## src/rtl/mmio_tx_pkg.sv

```systemverilog
// Shared constants for the mmio_tx I/O responder:
// default I/O addresses, status bit indices and TX FSM encodings.
package mmio_tx_pkg;

  localparam logic [31:0] TX_ADDR_DEF   = 32'h0000_7ff0;
  localparam logic [31:0] STAT_ADDR_DEF = 32'h0000_7ff4;
  localparam logic [31:0] HALT_ADDR_DEF = 32'h0000_7fff;

  localparam int ST_EMPTY = 0;
  localparam int ST_FULL  = 1;
  localparam int ST_BUSY  = 2;
  localparam int ST_OVF   = 3;

  typedef enum logic [1:0] {
    TX_IDLE  = 2'd0,
    TX_START = 2'd1,
    TX_DATA  = 2'd2,
    TX_STOP  = 2'd3
  } tx_state_e;

  function automatic logic [3:0] pack_status(
    input logic empty,
    input logic full,
    input logic busy,
    input logic ovf
  );
    logic [3:0] s;
    s = '0;
    s[ST_EMPTY] = empty;
    s[ST_FULL]  = full;
    s[ST_BUSY]  = busy;
    s[ST_OVF]   = ovf;
    return s;
  endfunction

endpackage

```

## src/rtl/mmio_tx_fifo.sv

```systemverilog
// io_fifo: synchronous FIFO for the UART transmit path.
// Pushes while full and pops while empty are ignored.
module io_fifo #(
  parameter int WIDTH = 8,
  parameter int DEPTH = 8
) (
  input  logic             clk,
  input  logic             rst,
  input  logic             push,
  input  logic             pop,
  input  logic [WIDTH-1:0] din,
  output logic [WIDTH-1:0] dout,
  output logic             empty,
  output logic             full
);

  localparam int AW = (DEPTH > 1) ? $clog2(DEPTH) : 1;

  logic [WIDTH-1:0] mem_q [DEPTH];
  logic [WIDTH-1:0] mem_d [DEPTH];
  logic [AW-1:0]    wptr_q, wptr_d;
  logic [AW-1:0]    rptr_q, rptr_d;
  logic [AW:0]      cnt_q, cnt_d;
  logic             do_push, do_pop;

  assign empty   = (cnt_q == '0);
  assign full    = (cnt_q == (AW+1)'(DEPTH));
  assign do_push = push && !full;
  assign do_pop  = pop && !empty;
  assign dout    = mem_q[rptr_q];

  always_comb begin
    mem_d  = mem_q;
    wptr_d = wptr_q;
    rptr_d = rptr_q;
    if (do_push) begin
      mem_d[wptr_q] = din;
      wptr_d = wptr_q + 1'b1;
    end
    if (do_pop) begin
      rptr_d = rptr_q + 1'b1;
    end
    cnt_d = cnt_q + (AW+1)'(do_push) - (AW+1)'(do_pop);
  end

  always_ff @(posedge clk) begin
    if (rst) begin
      wptr_q <= '0;
      rptr_q <= '0;
      cnt_q  <= '0;
    end else begin
      wptr_q <= wptr_d;
      rptr_q <= rptr_d;
      cnt_q  <= cnt_d;
    end
    mem_q <= mem_d;
  end

endmodule

```

## src/rtl/mmio_tx.sv

```systemverilog
// mmio_tx: store-decoded I/O window with a FIFO-buffered
// 8N1 UART transmitter and a sticky halt/exit-code latch.
module mmio_tx
  import mmio_tx_pkg::*;
#(
  parameter int                DATA_W       = 32,
  parameter int                CLKS_PER_BIT = 16,
  parameter int                FIFO_DEPTH   = 8,
  parameter logic [DATA_W-1:0] TX_ADDR      = DATA_W'(TX_ADDR_DEF),
  parameter logic [DATA_W-1:0] STAT_ADDR    = DATA_W'(STAT_ADDR_DEF),
  parameter logic [DATA_W-1:0] HALT_ADDR    = DATA_W'(HALT_ADDR_DEF)
) (
  input  logic              clk,
  input  logic              rst,
  input  logic [DATA_W-1:0] addr,
  input  logic [DATA_W-1:0] wd,
  input  logic              we,
  output logic              sel,
  output logic [DATA_W-1:0] rd,
  output logic              txd,
  output logic              halt,
  output logic [DATA_W-1:0] halt_code
);

  localparam int BW = (CLKS_PER_BIT > 1) ? $clog2(CLKS_PER_BIT) : 1;
  localparam logic [BW-1:0] BAUD_LAST = BW'(CLKS_PER_BIT - 1);

  tx_state_e         state_q, state_d;
  logic [BW-1:0]     baud_q, baud_d;
  logic [2:0]        bit_q, bit_d;
  logic [7:0]        sh_q, sh_d;
  logic              txd_q, txd_d;
  logic              halt_q, halt_d;
  logic [DATA_W-1:0] code_q, code_d;
  logic              ovf_q, ovf_d;

  logic       hit_tx, hit_stat, hit_halt;
  logic       tx_wr, pop;
  logic       empty, full, busy, baud_last;
  logic [7:0] head;

  assign hit_tx   = (addr == TX_ADDR);
  assign hit_stat = (addr == STAT_ADDR);
  assign hit_halt = (addr == HALT_ADDR);
  assign sel      = hit_tx || hit_stat || hit_halt;

  assign tx_wr     = we && hit_tx && !halt_q;
  assign busy      = (state_q != TX_IDLE);
  assign baud_last = (baud_q == BAUD_LAST);

  assign txd       = txd_q;
  assign halt      = halt_q;
  assign halt_code = code_q;

  io_fifo #(
    .WIDTH (8),
    .DEPTH (FIFO_DEPTH)
  ) u_fifo (
    .clk   (clk),
    .rst   (rst),
    .push  (tx_wr),
    .pop   (pop),
    .din   (wd[7:0]),
    .dout  (head),
    .empty (empty),
    .full  (full)
  );

  always_comb begin
    rd = '0;
    if (hit_stat) begin
      rd[3:0] = pack_status(empty, full, busy, ovf_q);
    end
  end

  always_comb begin
    ovf_d  = ovf_q;
    halt_d = halt_q;
    code_d = code_q;
    if (tx_wr && full) begin
      ovf_d = 1'b1;
    end
    if (we && hit_stat && wd[ST_OVF]) begin
      ovf_d = 1'b0;
    end
    if (we && hit_halt && !halt_q) begin
      halt_d = 1'b1;
      code_d = wd;
    end
  end

  // txd_d is the line level for the state being entered, so txd
  // changes on the same edge as the state.
  always_comb begin
    state_d = state_q;
    baud_d  = baud_q;
    bit_d   = bit_q;
    sh_d    = sh_q;
    txd_d   = txd_q;
    pop     = 1'b0;
    case (state_q)
      TX_IDLE: begin
        txd_d = 1'b1;
        if (!empty) begin
          pop     = 1'b1;
          sh_d    = head;
          bit_d   = '0;
          baud_d  = '0;
          state_d = TX_START;
          txd_d   = 1'b0;
        end
      end
      TX_START: begin
        if (baud_last) begin
          baud_d  = '0;
          state_d = TX_DATA;
          txd_d   = sh_q[0];
        end else begin
          baud_d = baud_q + 1'b1;
        end
      end
      TX_DATA: begin
        if (baud_last) begin
          baud_d = '0;
          if (bit_q == 3'd7) begin
            state_d = TX_STOP;
            txd_d   = 1'b1;
          end else begin
            bit_d = bit_q + 1'b1;
            sh_d  = {1'b0, sh_q[7:1]};
            txd_d = sh_q[1];
          end
        end else begin
          baud_d = baud_q + 1'b1;
        end
      end
      TX_STOP: begin
        if (baud_last) begin
          baud_d  = '0;
          state_d = TX_IDLE;
          txd_d   = 1'b1;
        end else begin
          baud_d = baud_q + 1'b1;
        end
      end
      default: begin
        state_d = TX_IDLE;
        txd_d   = 1'b1;
      end
    endcase
  end

  always_ff @(posedge clk) begin
    if (rst) begin
      state_q <= TX_IDLE;
      baud_q  <= '0;
      bit_q   <= '0;
      sh_q    <= '0;
      txd_q   <= 1'b1;
      halt_q  <= 1'b0;
      code_q  <= '0;
      ovf_q   <= 1'b0;
    end else begin
      state_q <= state_d;
      baud_q  <= baud_d;
      bit_q   <= bit_d;
      sh_q    <= sh_d;
      txd_q   <= txd_d;
      halt_q  <= halt_d;
      code_q  <= code_d;
      ovf_q   <= ovf_d;
    end
  end

endmodule

```

## config.mk

```make
export PLATFORM = sky130hd
export DESIGN_NAME = mmio_tx
export DESIGN_NICKNAME = d
export VERILOG_FILES = /design/src/rtl/mmio_tx_pkg.sv /design/src/rtl/mmio_tx_fifo.sv /design/src/rtl/mmio_tx.sv
export SDC_FILE = /design/constraint.sdc
export NUM_CORES = 1
export LEC_CHECK = 0
export BUFFER_PORTS_ARGS = -buffer_cell sky130_fd_sc_hd__buf_2
export CORE_MARGIN = 2
export CORE_UTILIZATION = 35
export CTS_BUF_LIST = sky130_fd_sc_hd__clkbuf_8
export DETAILED_ROUTE_END_ITERATION = 7
export PLACE_DENSITY = 0.55
export RECOVER_POWER = 50
export SYNTH_ARGS = -nofsm -noshare
export SYNTH_HDL_FRONTEND = slang
export SYNTH_HIERARCHICAL = 1
export SYNTH_SLANG_ARGS = --single-unit
```

## constraint.sdc

```tcl
create_clock -name clk -period 3.77 [get_ports clk]
set_input_delay 0.5655 -clock clk [delete_from_list [all_inputs] [get_ports clk]]
set_output_delay 0.5655 -clock clk [all_outputs]
set_load 0.005 [all_outputs]
```

# Word level (Yosys, flattened, before mapping)
# Cells that the tools add are included.
[totals]
rom_bits = 0
ramBits = 0
mem_count = 0
output_inout_bits = 67
regBits = 126
latchBits = 0
inputBits = 67
[op_classes]
add_sub_neg = 6
eq_ne = 15
shifts = 0
order_cmp = 3
n_mul = 0
bitwise = 2
div = 0
reduce_logical = 24
mux = 32
[ops]
columns = ["op", "n"]
rows = [
  ["32-bit by 15-bit equality test with 1-bit output (second input constant)", 3],
  ["64-bit bitwise mux", 1],
  ["8-bit 2-to-1 mux", 6],
  ["8-bit binary-select mux with 3-bit select", 1],
  ["8-bit demux with 3-bit select", 1],
  ["8-bit case mux with 2 select lines", 1],
  ["4-bit 2-to-1 mux", 3],
  ["2-bit != test (second input constant)", 6],
  ["1-bit logical AND", 10],
  ["2-bit 2-to-1 mux", 5],
  ["3-bit by 1-bit adder with 3-bit output (second input constant)", 3],
  ["3-bit 2-to-1 mux", 3],
  ["4-bit equality test (second input constant)", 2],
  ["4-bit >= comparator (second input constant)", 2],
  ["3-bit NOT with 4-bit output", 2],
  ["2-bit case mux with 4 select lines", 1],
  ["4-bit case mux with 2 select lines", 1],
  ["1-bit 2-to-1 mux", 7],
  ["3-bit case mux with 2 select lines", 1],
  ["5-bit AND reduction", 1],
  ["4-bit by 1-bit adder with 4-bit output", 1],
  ["4-bit by 1-bit adder with 4-bit output (second input constant)", 1],
  ["2-bit equality test (second input constant)", 2],
  ["4-bit zero test", 1],
  ["13 further kinds", 17],
]

# Longest topological paths before layout
# Gate-level depths: netlist of run 1.
[depth]
depth_word = 6
ltp_mapped = 13

# Hierarchy
# Netlist of run 1, hierarchy kept.
[modules_own_cells]
columns = ["module", "instances", "area_per_inst_um2", "cells_each"]
rows = [
  ["io_fifo", 1, 3089.2, 167],
  ["mmio_tx", 1, 2812.7, 332],
]

# Worst setup path after synthesis of run 1
# OpenSTA, ideal clock, no wires.
[synth_path]
kind = "input to register"
startpoint = "in addr[17]"
endpoint = "reg u_fifo/mem_q[56] (netlist bit), enable pin"
arrival_time_ps = 3175
setup_ps = 383
cell_stages = 7
setup_slack_ps = 212
cell_sequence = "or4b_4 -> nor4_4 -> clkbuf_1 -> and3_1 -> inv_1 -> or3_1 -> nor3_1"
[synth_between]
elab_chain_cells = 4
[synth_rtl]
columns = ["element", "line", "source"]
rows = [
  ["start, declared", "mmio_tx.sv:15", "input logic [DATA_W-1:0] addr,"],
  ["32-bit by 15-bit equality test with 1-bit output", "mmio_tx.sv:42", "assign hit_tx = (addr == TX_ADDR);"],
  ["1-bit logical AND (2 in series)", "mmio_tx.sv:47", "assign tx_wr = we && hit_tx && !halt_q;"],
  ["via tx_wr", "mmio_tx.sv:38", "logic tx_wr, pop;"],
  ["1-bit logical AND", "mmio_tx_fifo.sv:28", "assign do_push = push && !full;"],
  ["end signal, assigned", "mmio_tx_fifo.sv:56", "mem_q <= mem_d;"],
  ["end, declared", "mmio_tx_fifo.sv:19", "logic [WIDTH-1:0] mem_q [DEPTH];"],
]
# The timed path passes the listed nets, and every way through them passes these cells.
# A chain may end at the register's enable or synchronous reset.

# Worst setup path in the final report of run 1
[layout_path]
startpoint = "in addr[17]"
endpoint = "out rd[2]"
[layout_between]
elab_chain_cells = 2
[layout_rtl]
columns = ["element", "line", "source"]
rows = [
  ["32-bit by 15-bit equality test with 1-bit output", "mmio_tx.sv:43", "assign hit_stat = (addr == STAT_ADDR);"],
  ["4-bit 2-to-1 mux", "mmio_tx.sv:71", "if (hit_stat) begin"],
  ["end, declared", "mmio_tx.sv:19", "output logic [DATA_W-1:0] rd,"],
]
# Every way passes these cells.

==> out/metrics.cfg, run 1 <==
[status]
status=complete, no violations

[clock_network]
clkTransAtPathRegs_ps=70
cts_setup_buffers=0
cts.htree.levels=4
cts_root_buffer=clkbuf_8
clockBufferDepth=2
cts_tree=done
hold_buffers=0
clkLatencyLatePin_ps=430
cts_sinks=126
cts_inserted_buffers=17
cts_resized=0

[sta]
finalCriticalPeriod_ps=3220
totalNegativeSetupSlack_ps=0
finalWorstSetupSlack_ps=550
slew_violations=0
tightest_slew_ps=934
setup_violations=0
fin_skew_ps=11.1
clock.fmax_mhz=311
period_share_pct=85.4
final_hold_viol_count=0
hold_ws_ps=350
max_slew_margin_pct=37.6
rsz0062_at_grt=false

[floorplan]
die_width_um=134
die_y_um=134
start_util_pct=35.7
fp-row-count=47
ios=134
core_um2=16500
dieArea_um2=17900

[logic_synthesis]
synth.avg_cell_area_um2=11.8
synthArstFlopShare_pct=0
yosys_register_bits=126
yosysWarnings=6
synth_cell_types=52
ys_seq_area_share_pct=53.6
syn_area_um2=5900
synth_edf_count=64
synth_cells=499
synth_ff_type=edfxtp_1

[power]
ir_drop_uv=231
leakage_uw=0.00246
powerDensity_nw_per_um2=515

[route]
drt-total-wl_mm=13.3
drtIter0Drc=255
drt_pre_antenna_iters=5
routedWlPerCell_um=16.1
viasPerCell=5.18
vias=4287
antenna_left=0
route.detailed.drc=0

[worst_setup_path]
cp.required_ps=3200
cp-start-kind=input port
crit_type=input port to primary output
cp-end-kind=primary output
arrival_ps=2650
cp_max_fo=35

[place]
pre_cts_ws_ps=561
globalplace.congestion=0.751
dpl.hpwl_mm=9.16
port_buffers=105

[global_route]
grt.overflow.total=0
grt_pass1_vias=4189
grt_pass1_wl_mm=21.2
antenna_found_initial=0
grtUsageTotal_pct=15.0
grt_max_degree=36

[cells_and_area]
syn2layout_area_growth_pct=15.0
drive_above_1_share_pct=22.2
nNetsFinal=680
fillers=1567
antenna_cells=0

[worst_hold_path]
hp-class=input port to flop

[run]
cap_violations=0

==> stage by stage <==
stage,std cells,utilization (%),total power (uW),instance area [um2]
finish,828,41.1,3500,6790
global route,828,41.1,3720,6790
floorplan,526,-,2310,6000
CTS,828,41.5,3550,6850
global placement,797,39.3,2440,6490
detailed placement,797,39.3,2460,6490
==> registers in the layout, summed over array words and instances, names as in the netlist <==
register / cells
u_fifo/mem_q: 64
halt_code: 32
sh_q: 8
baud_q: 4
u_fifo/cnt_q: 4
bit_q: 3
u_fifo/rptr_q: 3
u_fifo/wptr_q: 3
state_q: 2
halt: 1
ovf_q: 1
txd: 1
==> kinds of logic after synthesis <==
group                    after synthesis  synth area share (%)
AND/OR/NAND/NOR                      144                  14.4
flip-flops                           126                  53.6
AO/OA/AOI/OAI                        104                  11.2
buffers and inverters                 79                  7.76
multiplexers                          27                  9.18
adder cells (fa/ha/maj)               17                  3.73
other                                  1                0.0635
XOR/XNOR                               1                 0.148
==> power breakdown <==
part | switching (uW) | leakage, uW | total, uW | internal [uW]
registers | 98.3 | 0.00108 | 1610 | 1510
logic | 402 | 0.00118 | 809 | 407
clock network | 497 | 0.000198 | 1080 | 581
==> cell type report <==
cell class | count | area, um2 | share of cell area, %
repair buffers | 119 | 591 | 8.70
clock inverters | 13 | 110 | 1.62
multi-input cells | 321 | 2360 | 34.8
inverters | 11 | 41.3 | 0.608
flip-flops and latches | 126 | 3160 | 46.6
well taps | 220 | 275 | 4.05
clock buffers | 18 | 248 | 3.65
==> cells in the final DEF (no fill, tap or decap), drive strengths merged, types with 2 or more instances in the layout <==
cell,netlist,final
inv,11,15
mux2,9,9
o31ai,32,32
and3,5,5
a21oi,48,48
mux2i,2,2
buf,36,87
dfxtp,62,62
bufinv,0,2
clkinv,0,6
a31oi,2,2
nand4,35,35
nand3,13,13
a221oi,8,8
or4,2,2
edfxtp,64,64
clkbuf,32,50
nor4,5,5
o21ai,7,7
or3,5,5
a211o,2,2
nand2,10,10
mux4,16,16
ha,16,16
conb,1,28
nor2b,14,14
nand2b,7,7
and2,4,4
nor3,21,21
nor2,16,16
==> cells in the mapped netlist, types with 2 or more instances <==
library cell,count,area (um2)
nand3_1,13,65.1
mux2i_1,2,20.0
or3_1,5,31.3
buf_4,28,210
a221oi_1,8,70.1
nor2b_1,13,81.3
and2_1,4,25.0
clkbuf_1,32,120
o21ai_0,7,35.0
dfxtp_1,62,1240
nand4_1,35,219
inv_1,10,37.5
nor2_1,16,60.1
nand2b_1,7,43.8
a211o_1,2,17.5
mux4_1,8,210
nor3_1,20,100
mux2_4,8,120
buf_6,5,56.3
o31ai_1,32,240
and3_1,5,31.3
a21oi_1,48,240
mux4_2,8,180
a31oi_1,2,12.5
edfxtp_1,64,1920
buf_2,2,10.0
nand2_1,10,37.5
nor4_1,4,25.0
ha_1,16,200
==> worst paths after layout <==
check	from	end	slack (ps)	depth (start not counted)
max	addr[17]	rd[2]	550	7
min	we	ovf_q	350	2
max reg2reg	u_fifo/cnt_q[2]	u_fifo/cnt_q[2]	870	12
min reg2reg	halt_code[23]	halt_code[23]	470	2
==> metal layers <==
| layer | wire length (um) | up-vias | part of all wire (%) | global-route usage (%) |
|---|---|---|---|---|
| li1 | - | 2051 | - | - |
| met1 | 6070 | 2083 | 46 | 19.9 |
| met2 | 6310 | 128 | 47 | 23.7 |
| met3 | 601 | 25 | 4.5 | 3.21 |
| met4 | 325 | 0 | 2.4 | 6.80 |
| met5 | 0 | - | 0 | 0 |
==> worst max-delay path, cell delays in order <==
cell	delay, ps
buf_2	90
or4b_1	530
nor4_1	560
buf_4	470
nand2_1	120
nor3_1	170
buf_2	140
No activity file was read; power rests on OpenSTA's default activity.
==> inputs of run 2 (changes only) <==
--- a/config.mk
+++ b/config.mk
@@ -6,6 +6,7 @@
 export NUM_CORES = 1
 export LEC_CHECK = 0
 export BUFFER_PORTS_ARGS = -buffer_cell sky130_fd_sc_hd__buf_2
+export CORE_ASPECT_RATIO = 1.75
 export CORE_MARGIN = 2
 export CORE_UTILIZATION = 35
 export CTS_BUF_LIST = sky130_fd_sc_hd__clkbuf_8
==> run 2 against run 1 <==
  * Critical path depth unchanged
  * Critical path type unchanged
  * Core utilization is 0.60 points higher
  * Global-route usage increased by 0.78 points
  * Clock skew increased by 3.0 ps
  * Largest cell class unchanged
==> out/metrics.cfg, run 2 (synthesized netlist as in run 1, its figures left out) <==
[status]
status=complete, no violations

[route]
drtIter0Drc=222
route.detailed.drc=0
viasPerCell=5.19
drt_pre_antenna_iters=4
antenna_left=0
drt-total-wl_mm=13.4
vias=4336
routedWlPerCell_um=16.0

[worst_hold_path]
hold_depth=2
hp-class=input port to flop
hp-start=we

[worst_setup_path]
worstPathCellList=buf_2, or4b_1, nor4_1, buf_4, nand2_1, nor3_1, buf_2
critPathMaxStageDelay_ps=670
cp-start-kind=input port
critPathTopFamily=simple AND/OR/NAND/NOR gates
cp.required_ps=3200
cp_common_cell=buf_2
path_buf_inv=3
cp_num_cells=7
cp-end-kind=primary output
cp_max_fo=35
arrival_ps=2840
crit_path_top_delay_cell=nor4_1
rr_worst_depth=11
worstSetupStartpoint=addr[17]
r2r-start=state_q[0]
crit_type=input port to primary output

[floorplan]
fp-row-count=62
dieArea_um2=18000
die_width_um=102
die_y_um=176
core_um2=16400
ios=134
start_util_pct=35.9

[cells_and_area]
layout_common_cells=buf_2 (75), edfxtp_1 (64), dfxtp_1 (62)
fin_area_um2=6860
nNetsFinal=682
drive_above_1_share_pct=23.7
regMostFlops=u_fifo/mem_q
final_common_cell=buf_2
final_core_util_pct=41.7
antenna_cells=0
largest_reg_flops=64
syn2layout_area_growth_pct=16.2

[clock_network]
clkTransAtPathRegs_ps=90
cts_resized=0
cts_inserted_buffers=17
cts_setup_buffers=0
cts.htree.levels=4
cts_sinks=126
cts_tree=done
clkLatencyLatePin_ps=430
hold_buffers=0
clockBufferDepth=2
cts_root_buffer=clkbuf_8

[power]
p_sw_share_pct=29.9
pwr-share-seq_pct=43.4
comb_power_share_pct=23.6
power_frac_clock_pct=33.0
power.internal_uw=2530
p_sw_uw=1080
ir_drop_uv=232
powerDensity_nw_per_um2=527
leakage_uw=0.00248

[global_route]
grt_pass1_vias=4408
grt_pass1_wl_mm=22.1
grt_max_degree=38
grtUsageTotal_pct=15.8
grt.overflow.total=0
antenna_found_initial=0

[sta]
tightest_slew_ps=879
slew_violations=0
final_hold_viol_count=0
period_share_pct=90.2
setup_violations=0
clock.fmax_mhz=294
totalNegativeSetupSlack_ps=0
rsz0062_at_grt=false
hold_ws_ps=344
fin_skew_ps=14.1
finalCriticalPeriod_ps=3400
max_slew_margin_pct=41.1

[place]
place_area_um2=6520
dpl.hpwl_mm=9.74
globalplace.congestion=0.761
port_buffers=105

[run]
cap_violations=0

## run 2: area by class of cell
class | count | area (um2)
Tap cell | 224 | 280
Fill cell | 1647 | 9590
Sequential cell | 126 | 3160
Inverter | 11 | 41.3
Multi-Input combinational cell | 321 | 2360
Clock buffer | 17 | 234
Timing Repair Buffer | 121 | 604
Clock inverter | 15 | 171
## run 2: path summary, 6_finish.rpt
| check | endpoint | slack [ps] |
|---|---|---|
| max | rd[2] | 370 |
| min | ovf_q | 340 |
| max reg2reg | u_fifo/cnt_q[2] | 1090 |
| min reg2reg | halt_code[25] | 470 |
## run 2: per-layer routing
layer	vias to the layer above	global-route usage, %	part of all wire (%)
li1	2060	-	-
met5	-	0	0
met4	0	5.33	1.6
met3	13	4.10	5.4
met1	2106	16.3	36
met2	157	29.9	57
## run 2: through the flow
stage | total power [uW] | setup slack (ps) | cells
after detailed placement | 2470 | 499 | 803
after global routing | 3830 | 329 | 835
final | 3610 | 368 | 835
after global placement | 2440 | 552 | 803
after floorplan | 2310 | 212 | 526
after CTS | 3680 | 719 | 835
## run 2: power by group through the flow
stage,logic (uW),registers [uW],clock network (uW)
after detailed placement,871,1600,0
after global placement,842,1600,0
after floorplan,733,1580,0
after global routing,962,1580,1290
after CTS,876,1570,1230
final,852,1570,1190
==> inputs of run 3 (changes only) <==
--- a/config.mk
+++ b/config.mk
@@ -11,7 +11,7 @@
 export CORE_UTILIZATION = 35
 export CTS_BUF_LIST = sky130_fd_sc_hd__clkbuf_8
 export DETAILED_ROUTE_END_ITERATION = 7
-export PLACE_DENSITY = 0.55
+export PLACE_DENSITY = 0.6
 export RECOVER_POWER = 50
 export SYNTH_ARGS = -nofsm -noshare
 export SYNTH_HDL_FRONTEND = slang
==> run 3 against run 2 <==
  * Critical endpoint unchanged
  * Wire length about the same
  * First-iteration DRC count down 31%
  * Sequential cell count stayed put
  * Clock power shrank 8%
  * Register-to-register slack got worse by 30 ps
  * Combinational power is essentially flat
  * Count of clock-buffer cells in the layout did not move
  * Largest cell class unchanged
  * Power decreased by 2.5%
  * Critical path depth stayed put
  * Non-clock buffer count fell by 1
  * Die area did not move
  * Sequential share of layout area rose by 0.25 points
  * Highest routed layer unchanged
==> out/metrics.cfg, run 3 (synthesized netlist as in run 1, its figures left out) <==
[status]
status=complete, no violations

[sta]
fin_skew_ps=13.5
slew_violations=0
rsz0062_at_grt=false
period_share_pct=82.7
clock.fmax_mhz=321
hold_ws_ps=360
tightest_slew_ps=868
finalCriticalPeriod_ps=3120
setup_violations=0
final_hold_viol_count=0
totalNegativeSetupSlack_ps=0
max_slew_margin_pct=41.9

[global_route]
grtUsageTotal_pct=15.7
grt.overflow.total=0
grt_pass1_wl_mm=22.1
grt_pass1_vias=4518
grt_max_degree=37
antenna_found_initial=0

[clock_network]
clkLatencyLatePin_ps=440
cts_root_buffer=clkbuf_8
clkTransAtPathRegs_ps=70
cts_setup_buffers=0
clockBufferDepth=2
cts_tree=done
cts_inserted_buffers=17
cts_resized=0
hold_buffers=0
cts.htree.levels=4
cts_sinks=126

[route]
antenna_left=0
drt-total-wl_mm=13.4
drt_pre_antenna_iters=5
viasPerCell=5.22
vias=4351
drtIter0Drc=154
route.detailed.drc=0
routedWlPerCell_um=16.1

[place]
place_area_um2=6510
dpl.hpwl_mm=9.63
port_buffers=105
globalplace.congestion=0.751

[cells_and_area]
fin_area_um2=6820
largest_reg_flops=64
final_core_util_pct=41.5
syn2layout_area_growth_pct=15.5
drive_above_1_share_pct=23.6
nNetsFinal=681
regMostFlops=u_fifo/mem_q
final_common_cell=buf_2
antenna_cells=0
layout_common_cells=buf_2 (77), edfxtp_1 (64), dfxtp_1 (62)

[worst_setup_path]
critPathMaxStageDelay_ps=540
crit_type=input port to primary output
cp.required_ps=3200
cp-end-kind=primary output
cp-start-kind=input port
arrival_ps=2550
cp_common_cell=buf_2
worstPathCellList=buf_2, or4b_1, nor4_1, buf_4, nand2_1, nor3_1, buf_2
crit_path_top_delay_cell=or4b_1
cp_max_fo=35

[floorplan]
die_y_um=176
core_um2=16400
start_util_pct=35.9
fp-row-count=62
dieArea_um2=18000
ios=134
die_width_um=102

[power]
powerDensity_nw_per_um2=517
leakage_uw=0.00246
ir_drop_uv=253

[worst_hold_path]
hp-class=input port to flop

[run]
cap_violations=0

run 3: cell type report:
type	instances	area, um2
fillers	1596	9630
flip-flops and latches	126	3160
multi-input cells	321	2360
repair buffers	120	599
well taps	224	280
clock buffers	17	234
clock inverters	15	140
inverters	11	41.3
run 3: path summary, 6_finish.rpt:
path | startpoint | endpoint | slack [ps] | cells past startpoint
max | addr[17] | rd[2] | 650 | 7
min | we | ovf_q | 360 | 2
max reg2reg | state_q[0] | u_fifo/cnt_q[2] | 1060 | 11
min reg2reg | halt_code[8] | halt_code[8] | 470 | 2
run 3: worst max-delay path: cells and delay by family:
family                 cells  cell delay (ps)
buffers and inverters      3              690
and+or+nand+nor            4             1290
run 3: routing by layer:
layer  global-route usage (%)  part of all wire, %  vias to the layer above
met4                     5.22                 0.96                        0
met2                     29.3                   58                      155
met5                        0                    0                        -
met1                     16.5                   36                     2138
met3                     4.10                  4.6                        6
li1                         -                    -                     2052
run 3: through the flow:
stage	std cells	total power (uW)	setup slack, ps
final	834	3520	652
after global routing	834	3730	469
after CTS	834	3580	784
after detailed placement	802	2470	609
after global placement	802	2420	690
after floorplan	526	2310	212
run 3: where the power goes:
part           total, uW  switching [uW]  internal (uW)
Clock               1100             572            530
Sequential          1570            60.3           1510
Combinational        851             441            410
